**config.mk**
```make
export PLATFORM = sky130hd
export DESIGN_NAME = stage_mem_lsu
export DESIGN_NICKNAME = d
export VERILOG_FILES = /design/src/rtl/mem_lsu_pkg.sv /design/src/rtl/mem_load_align.sv /design/src/rtl/stage_mem_lsu.sv
export SDC_FILE = /design/constraint.sdc
export NUM_CORES = 1
export LEC_CHECK = 0
export CORE_ASPECT_RATIO = 1.5
export CORE_MARGIN = 5
export CORE_UTILIZATION = 42
export DETAILED_ROUTE_END_ITERATION = 8
export PLACE_DENSITY = 0.84
export SETUP_SLACK_MARGIN = 0.3
export SYNTH_ARGS = -nofsm -noshare
export SYNTH_HDL_FRONTEND = slang
export SYNTH_SLANG_ARGS = --single-unit
```
**constraint.sdc**
```tcl
create_clock -name clk -period 2.6 [get_ports clk]
set_input_delay 0.26 -clock clk [delete_from_list [all_inputs] [get_ports clk]]
set_output_delay 0.26 -clock clk [all_outputs]
set_load 0.05 [all_outputs]
```
**src/rtl/mem_lsu_pkg.sv**
```systemverilog
// Shared encodings for the MEM-stage load/store unit: op codes, memdev
// command codes, exception codes, FSM states and the op decoder.
package mem_lsu_pkg;

    typedef enum logic [3:0] {
        OP_NONE = 4'd0,
        OP_LB   = 4'd1,
        OP_LBU  = 4'd2,
        OP_LH   = 4'd3,
        OP_LHU  = 4'd4,
        OP_LW   = 4'd5,
        OP_LWU  = 4'd6,
        OP_LD   = 4'd7,
        OP_SB   = 4'd8,
        OP_SH   = 4'd9,
        OP_SW   = 4'd10,
        OP_SD   = 4'd11
    } mem_op_e;

    typedef enum logic [1:0] {
        MOPT_NONE  = 2'd0,
        MOPT_READ  = 2'd1,
        MOPT_WRITE = 2'd2
    } memdev_opt_e;

    typedef enum logic [1:0] {
        EXC_LOAD_MISALIGN  = 2'd0,
        EXC_STORE_MISALIGN = 2'd1,
        EXC_BUS_TIMEOUT    = 2'd2
    } exc_code_e;

    typedef enum logic [1:0] {
        READY       = 2'd0,
        WAIT_BUSY   = 2'd1,
        WAIT_UNBUSY = 2'd2
    } lsu_state_e;

    // Access size as log2(bytes).
    typedef enum logic [1:0] {
        SZ_B = 2'd0,
        SZ_H = 2'd1,
        SZ_W = 2'd2,
        SZ_D = 2'd3
    } mem_size_e;

    typedef struct packed {
        logic      mem;
        logic      store;
        mem_size_e size;
        logic      sign;
    } mem_dec_t;

    // 64-bit-only ops decode as non-memory when the datapath is 32 bits wide.
    function automatic mem_dec_t decode_op(input logic [3:0] op, input logic wide);
        mem_dec_t d;
        d = '{mem: 1'b0, store: 1'b0, size: SZ_B, sign: 1'b0};
        case (op)
            OP_LB:   d = '{mem: 1'b1, store: 1'b0, size: SZ_B, sign: 1'b1};
            OP_LBU:  d = '{mem: 1'b1, store: 1'b0, size: SZ_B, sign: 1'b0};
            OP_LH:   d = '{mem: 1'b1, store: 1'b0, size: SZ_H, sign: 1'b1};
            OP_LHU:  d = '{mem: 1'b1, store: 1'b0, size: SZ_H, sign: 1'b0};
            OP_LW:   d = '{mem: 1'b1, store: 1'b0, size: SZ_W, sign: 1'b1};
            OP_LWU:  d = '{mem: wide, store: 1'b0, size: SZ_W, sign: 1'b0};
            OP_LD:   d = '{mem: wide, store: 1'b0, size: SZ_D, sign: 1'b0};
            OP_SB:   d = '{mem: 1'b1, store: 1'b1, size: SZ_B, sign: 1'b0};
            OP_SH:   d = '{mem: 1'b1, store: 1'b1, size: SZ_H, sign: 1'b0};
            OP_SW:   d = '{mem: 1'b1, store: 1'b1, size: SZ_W, sign: 1'b0};
            OP_SD:   d = '{mem: wide, store: 1'b1, size: SZ_D, sign: 1'b0};
            default: d = '{mem: 1'b0, store: 1'b0, size: SZ_B, sign: 1'b0};
        endcase
        return d;
    endfunction

endpackage

```
**src/rtl/mem_load_align.sv**
```systemverilog
// Load lane extraction: shifts the addressed bytes down to bit 0 and
// sign- or zero-extends them to the full register width.
module mem_load_align
    import mem_lsu_pkg::*;
#(
    parameter int DATA_W = 32
) (
    input  logic [DATA_W-1:0]             data_in,
    input  logic [$clog2(DATA_W/8)-1:0]   offset,
    input  mem_size_e                     size,
    input  logic                          sign,
    output logic [DATA_W-1:0]             data_out
);

    logic [DATA_W-1:0] shifted;
    int                nbits;

    always_comb begin
        shifted  = data_in >> {offset, 3'b000};
        nbits    = 8 << size;
        if (nbits > DATA_W)
            nbits = DATA_W;
        data_out = shifted;
        for (int i = 0; i < DATA_W; i++) begin
            if (i >= nbits)
                data_out[i] = sign & shifted[nbits-1];
        end
    end

endmodule

```
**src/rtl/stage_mem_lsu.sv**
```systemverilog
// MEM pipeline stage: issues loads/stores to a busy-handshake memory device,
// writes results back, and raises a bus-timeout exception on a hung device.
// Optional build macro MEM_ALIGN_CHECK_EN traps misaligned H/W/D accesses
// instead of silently forcing them aligned.
module stage_mem_lsu
    import mem_lsu_pkg::*;
#(
    parameter int DATA_W    = 32,
    parameter int ADDR_W    = 32,
    parameter int REGADDR_W = 5,
    parameter int TIMEOUT   = 255
) (
    input  logic                   clk,
    input  logic                   rst,
    input  logic                   stall,
    input  logic [REGADDR_W-1:0]   ex_reg_addr,
    input  logic [DATA_W-1:0]      ex_alu_result,
    input  logic [ADDR_W-1:0]      ex_mem_addr,
    input  logic [3:0]             ex_mem_op,
    output logic [REGADDR_W-1:0]   wb_reg_addr,
    output logic [DATA_W-1:0]      wb_reg_data,
    output logic                   set_stall,
    output logic [ADDR_W-1:0]      memdev_addr,
    output logic [DATA_W-1:0]      memdev_data_out,
    output logic [DATA_W/8-1:0]    memdev_be,
    output logic [1:0]             memdev_opt,
    input  logic [DATA_W-1:0]      memdev_data_in,
    input  logic                   memdev_busy,
    output logic                   exc_valid,
    output logic [1:0]             exc_code,
    output logic [ADDR_W-1:0]      exc_badaddr
);

    localparam int BE_W    = DATA_W / 8;
    localparam int OFF_W   = $clog2(BE_W);
    localparam int CNT_W   = (TIMEOUT > 1) ? $clog2(TIMEOUT + 1) : 1;
    localparam int TO_LAST = (TIMEOUT > 0) ? TIMEOUT - 1 : 0;

    lsu_state_e           state, state_nx;
    logic [CNT_W-1:0]     wait_cnt;
    logic [REGADDR_W-1:0] rd_q;
    logic [OFF_W-1:0]     off_q;
    mem_size_e            size_q;
    logic                 sign_q, store_q;
    logic [ADDR_W-1:0]    req_addr_q;

    mem_dec_t             dec;
    logic [OFF_W-1:0]     off_raw, size_mask, off_eff;
    logic                 misalign, timeout_hit, accept, complete, tmo;
    logic [BE_W-1:0]      be_nx;
    logic [DATA_W-1:0]    st_data, ld_data;

    assign dec       = decode_op(ex_mem_op, DATA_W >= 64);
    assign off_raw   = ex_mem_addr[OFF_W-1:0];
    assign size_mask = OFF_W'((32'd1 << dec.size) - 32'd1);
    assign off_eff   = off_raw & ~size_mask;
    assign be_nx     = BE_W'((32'd1 << (32'd1 << dec.size)) - 32'd1) << off_eff;
    assign set_stall = (state != READY);

`ifdef MEM_ALIGN_CHECK_EN
    assign misalign = dec.mem && |(off_raw & size_mask);
`else
    assign misalign = 1'b0;
`endif

    assign timeout_hit = (TIMEOUT > 0) && (wait_cnt == CNT_W'(TO_LAST));

    // Store data is replicated into every lane so the device only needs byte enables.
    always_comb begin
        st_data = ex_alu_result;
        for (int i = 0; i < BE_W; i++) begin
            case (dec.size)
                SZ_B:    st_data[i*8 +: 8] = ex_alu_result[7:0];
                SZ_H:    st_data[i*8 +: 8] = ex_alu_result[(i%2)*8 +: 8];
                SZ_W:    st_data[i*8 +: 8] = ex_alu_result[(i%4)*8 +: 8];
                default: st_data[i*8 +: 8] = ex_alu_result[i*8 +: 8];
            endcase
        end
    end

    mem_load_align #(.DATA_W(DATA_W)) u_load_align (
        .data_in  (memdev_data_in),
        .offset   (off_q),
        .size     (size_q),
        .sign     (sign_q),
        .data_out (ld_data)
    );

    // A busy fall coinciding with the timeout completes the access.
    always_comb begin
        state_nx = state;
        accept   = 1'b0;
        complete = 1'b0;
        tmo      = 1'b0;
        case (state)
            READY: begin
                if (!stall && dec.mem && !misalign) begin
                    state_nx = WAIT_BUSY;
                    accept   = 1'b1;
                end
            end
            WAIT_BUSY: begin
                if (timeout_hit) begin
                    state_nx = READY;
                    tmo      = 1'b1;
                end else if (memdev_busy) begin
                    state_nx = WAIT_UNBUSY;
                end
            end
            WAIT_UNBUSY: begin
                if (!memdev_busy) begin
                    state_nx = READY;
                    complete = 1'b1;
                end else if (timeout_hit) begin
                    state_nx = READY;
                    tmo      = 1'b1;
                end
            end
            default: state_nx = READY;
        endcase
    end

    always_ff @(posedge clk) begin
        if (rst) begin
            state           <= READY;
            wait_cnt        <= '0;
            wb_reg_addr     <= '0;
            wb_reg_data     <= '0;
            memdev_addr     <= '0;
            memdev_data_out <= '0;
            memdev_be       <= '0;
            memdev_opt      <= MOPT_NONE;
            exc_valid       <= 1'b0;
            exc_code        <= '0;
            exc_badaddr     <= '0;
            rd_q            <= '0;
            off_q           <= '0;
            size_q          <= SZ_B;
            sign_q          <= 1'b0;
            store_q         <= 1'b0;
            req_addr_q      <= '0;
        end else begin
            state       <= state_nx;
            wb_reg_addr <= '0;
            exc_valid   <= 1'b0;
            if (accept)
                wait_cnt <= '0;
            else if (state != READY)
                wait_cnt <= wait_cnt + 1'b1;

            case (state)
                READY: begin
                    if (!stall) begin
                        if (!dec.mem) begin
                            wb_reg_addr <= ex_reg_addr;
                            wb_reg_data <= ex_alu_result;
                        end else if (misalign) begin
                            // Back-to-back faults are dropped; the pipeline is flushing on the first.
                            if (!exc_valid) begin
                                exc_valid   <= 1'b1;
                                exc_code    <= dec.store ? EXC_STORE_MISALIGN : EXC_LOAD_MISALIGN;
                                exc_badaddr <= ex_mem_addr;
                            end
                        end else begin
                            memdev_addr     <= {ex_mem_addr[ADDR_W-1:OFF_W], {OFF_W{1'b0}}};
                            memdev_opt      <= dec.store ? MOPT_WRITE : MOPT_READ;
                            memdev_be       <= be_nx;
                            memdev_data_out <= st_data;
                            rd_q            <= ex_reg_addr;
                            off_q           <= off_eff;
                            size_q          <= dec.size;
                            sign_q          <= dec.sign;
                            store_q         <= dec.store;
                            req_addr_q      <= ex_mem_addr;
                        end
                    end
                end
                default: begin
                    if (complete) begin
                        memdev_opt <= MOPT_NONE;
                        if (!store_q) begin
                            wb_reg_addr <= rd_q;
                            wb_reg_data <= ld_data;
                        end
                    end else if (tmo) begin
                        memdev_opt  <= MOPT_NONE;
                        exc_valid   <= 1'b1;
                        exc_code    <= EXC_BUS_TIMEOUT;
                        exc_badaddr <= req_addr_q;
                    end
                end
            endcase
        end
    end

endmodule

```
==> impl_metrics.toml <==
[global_routing]
antenna_found_initial = 0
grt_max_degree = 67
grt_util_all_layers_pct = 23.4
grt_overflow = 0
grt_pass1_vias = 7261
grt_pass1_wl_mm = 38.9

[cts]
cts_tree = "yes"
cts_buffers = 17
clkTransAtPathRegs_ns = 0.07
ctsHoldBuffers = 0
clock_sinks = 162
clockBufferDepth = 2
clock_latency_ns = 0.42
cts_root_buf = "clkbuf_16"
htreeDepth = 4

[worst_hold_path]
hold_path_class = "in -> reg"

[layout]
fin_util_pct = 60.2
final_common_cell = "clkdlybuf4s50_1"
fillers = 1515
layout-drive-gt1-share_pct = 9.98
diodes = 0
areaGrowthSynthToFinish_pct = 41.8
final_cell_mix = "clkdlybuf4s50_1, nand2_1, dfxtp_1"
nets = 1239

[worst_setup_path]
worstPathRequired_ns = 2.88
cp-end-kind = "flip-flop"
startpoint_type = "flip-flop"
critical_path.max_fanout = 7
worstPathArrival_ns = 2.45
critPathKind = "reg -> reg"

[sta]
finClkSkew_ns = 0.0123
drv_slew = 0
hold_violations = 0
whs_ns = 0.367
slew_headroom_pct = 55.8
period_share_pct = 83.3
grt_setup_unrepaired = "no"
layout_setup_ws_ns = 0.434
setup_viol = 0
fmax_mhz = 462
period_needed_ns = 2.17
worst_pin_slew_ns = 0.663

[synth]
yosys_warnings = 0
synthCells = 909
synth-edff-count = 0
synth_seq_cells = 162
ys_types = 60
syn_avg_cell_area_um2 = 8.34
syn-cell-area_um2 = 7580
synth_flop_cell = "dfxtp_1"
synthArstFlopShare_pct = 0
synth_seq_area_share_pct = 42.8

[routing]
routedWlPerCell_um = 18.5
vias = 7295
detail-route-antenna-nets = 0
firstDrtPassIters = 6
routed_wl_mm = 24.9
drc = 0
first_iter_violations = 598
post_drt_via_cell_ratio = 5.41

[pwr]
p_leak_nw = 3.86
peakVddDrop_mv = 0.351
p_per_area_nw_per_um2 = 650
power_mw = 6.98

[placement]
gp_congestion = 0.916
dp_hpwl_mm = 18.8
pre_cts_ws_ns = -0.114
port_buffers = 248

[die]
dieArea_um2 = 20900
core_area_um2 = 17900
die_y_um = 175
ios = 252
start_util_pct = 42.4
fp-row-count = 60
fp.dieW_um = 120

[status]
status = "complete, no violations"

[job]
cap_violations = 0
[final timing paths]
kind | startpoint | to | slack, ns | cells after the start
max reg2reg | size_q[1] | wb_reg_data[11] | 0.43 | 7
max | size_q[1] | wb_reg_data[11] | 0.43 | 7
min reg2reg | req_addr_q[1] | exc_badaddr[1] | 0.45 | 2
min | rst | exc_badaddr[8] | 0.37 | 2
[cell usage after synthesis (2+ instances only)]
master    count  area, um2
mux2i_1      31        310
nor3_1       15       75.1
a32o_1        4       40.0
nor2b_1       9       56.3
nand3_1       7       35.0
o21a_1        2       15.0
and2_1        4       25.0
a211oi_2      8        100
a22oi_1       5       37.5
a21oi_1      96        480
a211oi_1     28        210
buf_4        38        285
clkinv_1      2       7.51
xor2_1        6       52.6
nand2b_1      5       31.3
buf_6         4       45.0
or2_1         2       12.5
a222oi_1      8       80.1
nand4_1       3       18.8
a311oi_2      7        105
o22ai_1      16        100
ha_1         11        138
clkbuf_1     30        113
or3_1         2       12.5
and3_1        9       56.3
o21ai_1      13       65.1
nand2_1     203        762
nor2_1       74        278
a21boi_0      9       67.6
dfxtp_1     162       3240
o211ai_1      7       52.6
inv_1        10       37.5
o21ai_0      20        100
mux2_2       10        113
buf_2        24        120
[sequential cells by signal, summed over array words and instances, names as in the netlist, 2 cells and up]
| name | count |
|---|---|
| wb_reg_addr | 5 |
| memdev_opt | 2 |
| off_q | 2 |
| size_q | 2 |
| wb_reg_data | 32 |
| exc_badaddr | 32 |
| memdev_be | 4 |
| rd_q | 5 |
| req_addr_q | 32 |
| state | 2 |
| wait_cnt | 8 |
| memdev_data_out | 32 |
[kinds of logic (layout without fill, tap and decap cells)]
kind of cell	Yosys count	count (layout)	share of synthesized area, %
xor+xnor	7	7	0.809
flops	162	162	42.8
compound gates	232	232	20.7
other cells	1	3	0.0495
buf+inv	110	331	8.12
mux	43	43	6.08
fa+ha+maj	11	11	1.82
simple gates	343	343	19.6
[worst max-delay path, stage by stage, from the launching register on]
cell and delay (ns):
dfxtp_1 0.35, or2_1 0.36, ha_1 0.38, nor2_1 0.07
o21ai_1 0.11, nor2_1 0.12, o41ai_4 0.52, nor3_1 0.12
[final cells by class]
type,count,area (um2),area share (%)
Clock buffer,19,433,4.03
Multi-Input combinational cell,639,3750,34.9
Timing Repair Buffer,286,2830,26.3
Clock inverter,13,176,1.64
Inverter,13,50.0,0.466
Tap cell,217,272,2.53
Sequential cell,162,3240,30.2
[routing by layer]
| layer | global-route usage (%) | vias up | part of all wire (%) |
|---|---|---|---|
| met2 | 41.5 | 286 | 51 |
| met3 | 4.39 | 74 | 5.2 |
| met5 | 0 | - | 0 |
| li1 | - | 3526 | - |
| met4 | 13.7 | 0 | 5.9 |
| met1 | 25.8 | 3409 | 37 |
[where the power goes]
part,internal [mW],total (mW),switching [mW],leakage (nW)
logic,0.639,1.68,1.05,2.26
registers,2.62,2.71,0.0873,1.32
clock network,1.53,2.59,1.06,0.287
[per-stage QoR]
stage / area, um2 / std cells / setup TNS [ns]
6_report: 10700 / 1349 / 0
5_1_grt: 10700 / 1349 / 0
4_1_cts: 10700 / 1349 / 0
3_5_place_dp: 10100 / 1317 / -1.03
3_3_place_gp: 10100 / 1317 / -0.0315
2_1_floorplan: 7600 / 911 / 0
[what timing repair did]
action	4_1_cts	5_1_grt
resized for setup	1	7
setup endpoints to repair	1	40
gates cloned	0	0
setup buffers	0	0
pin swaps	0	1
Power figures use the tool's default switching activity.
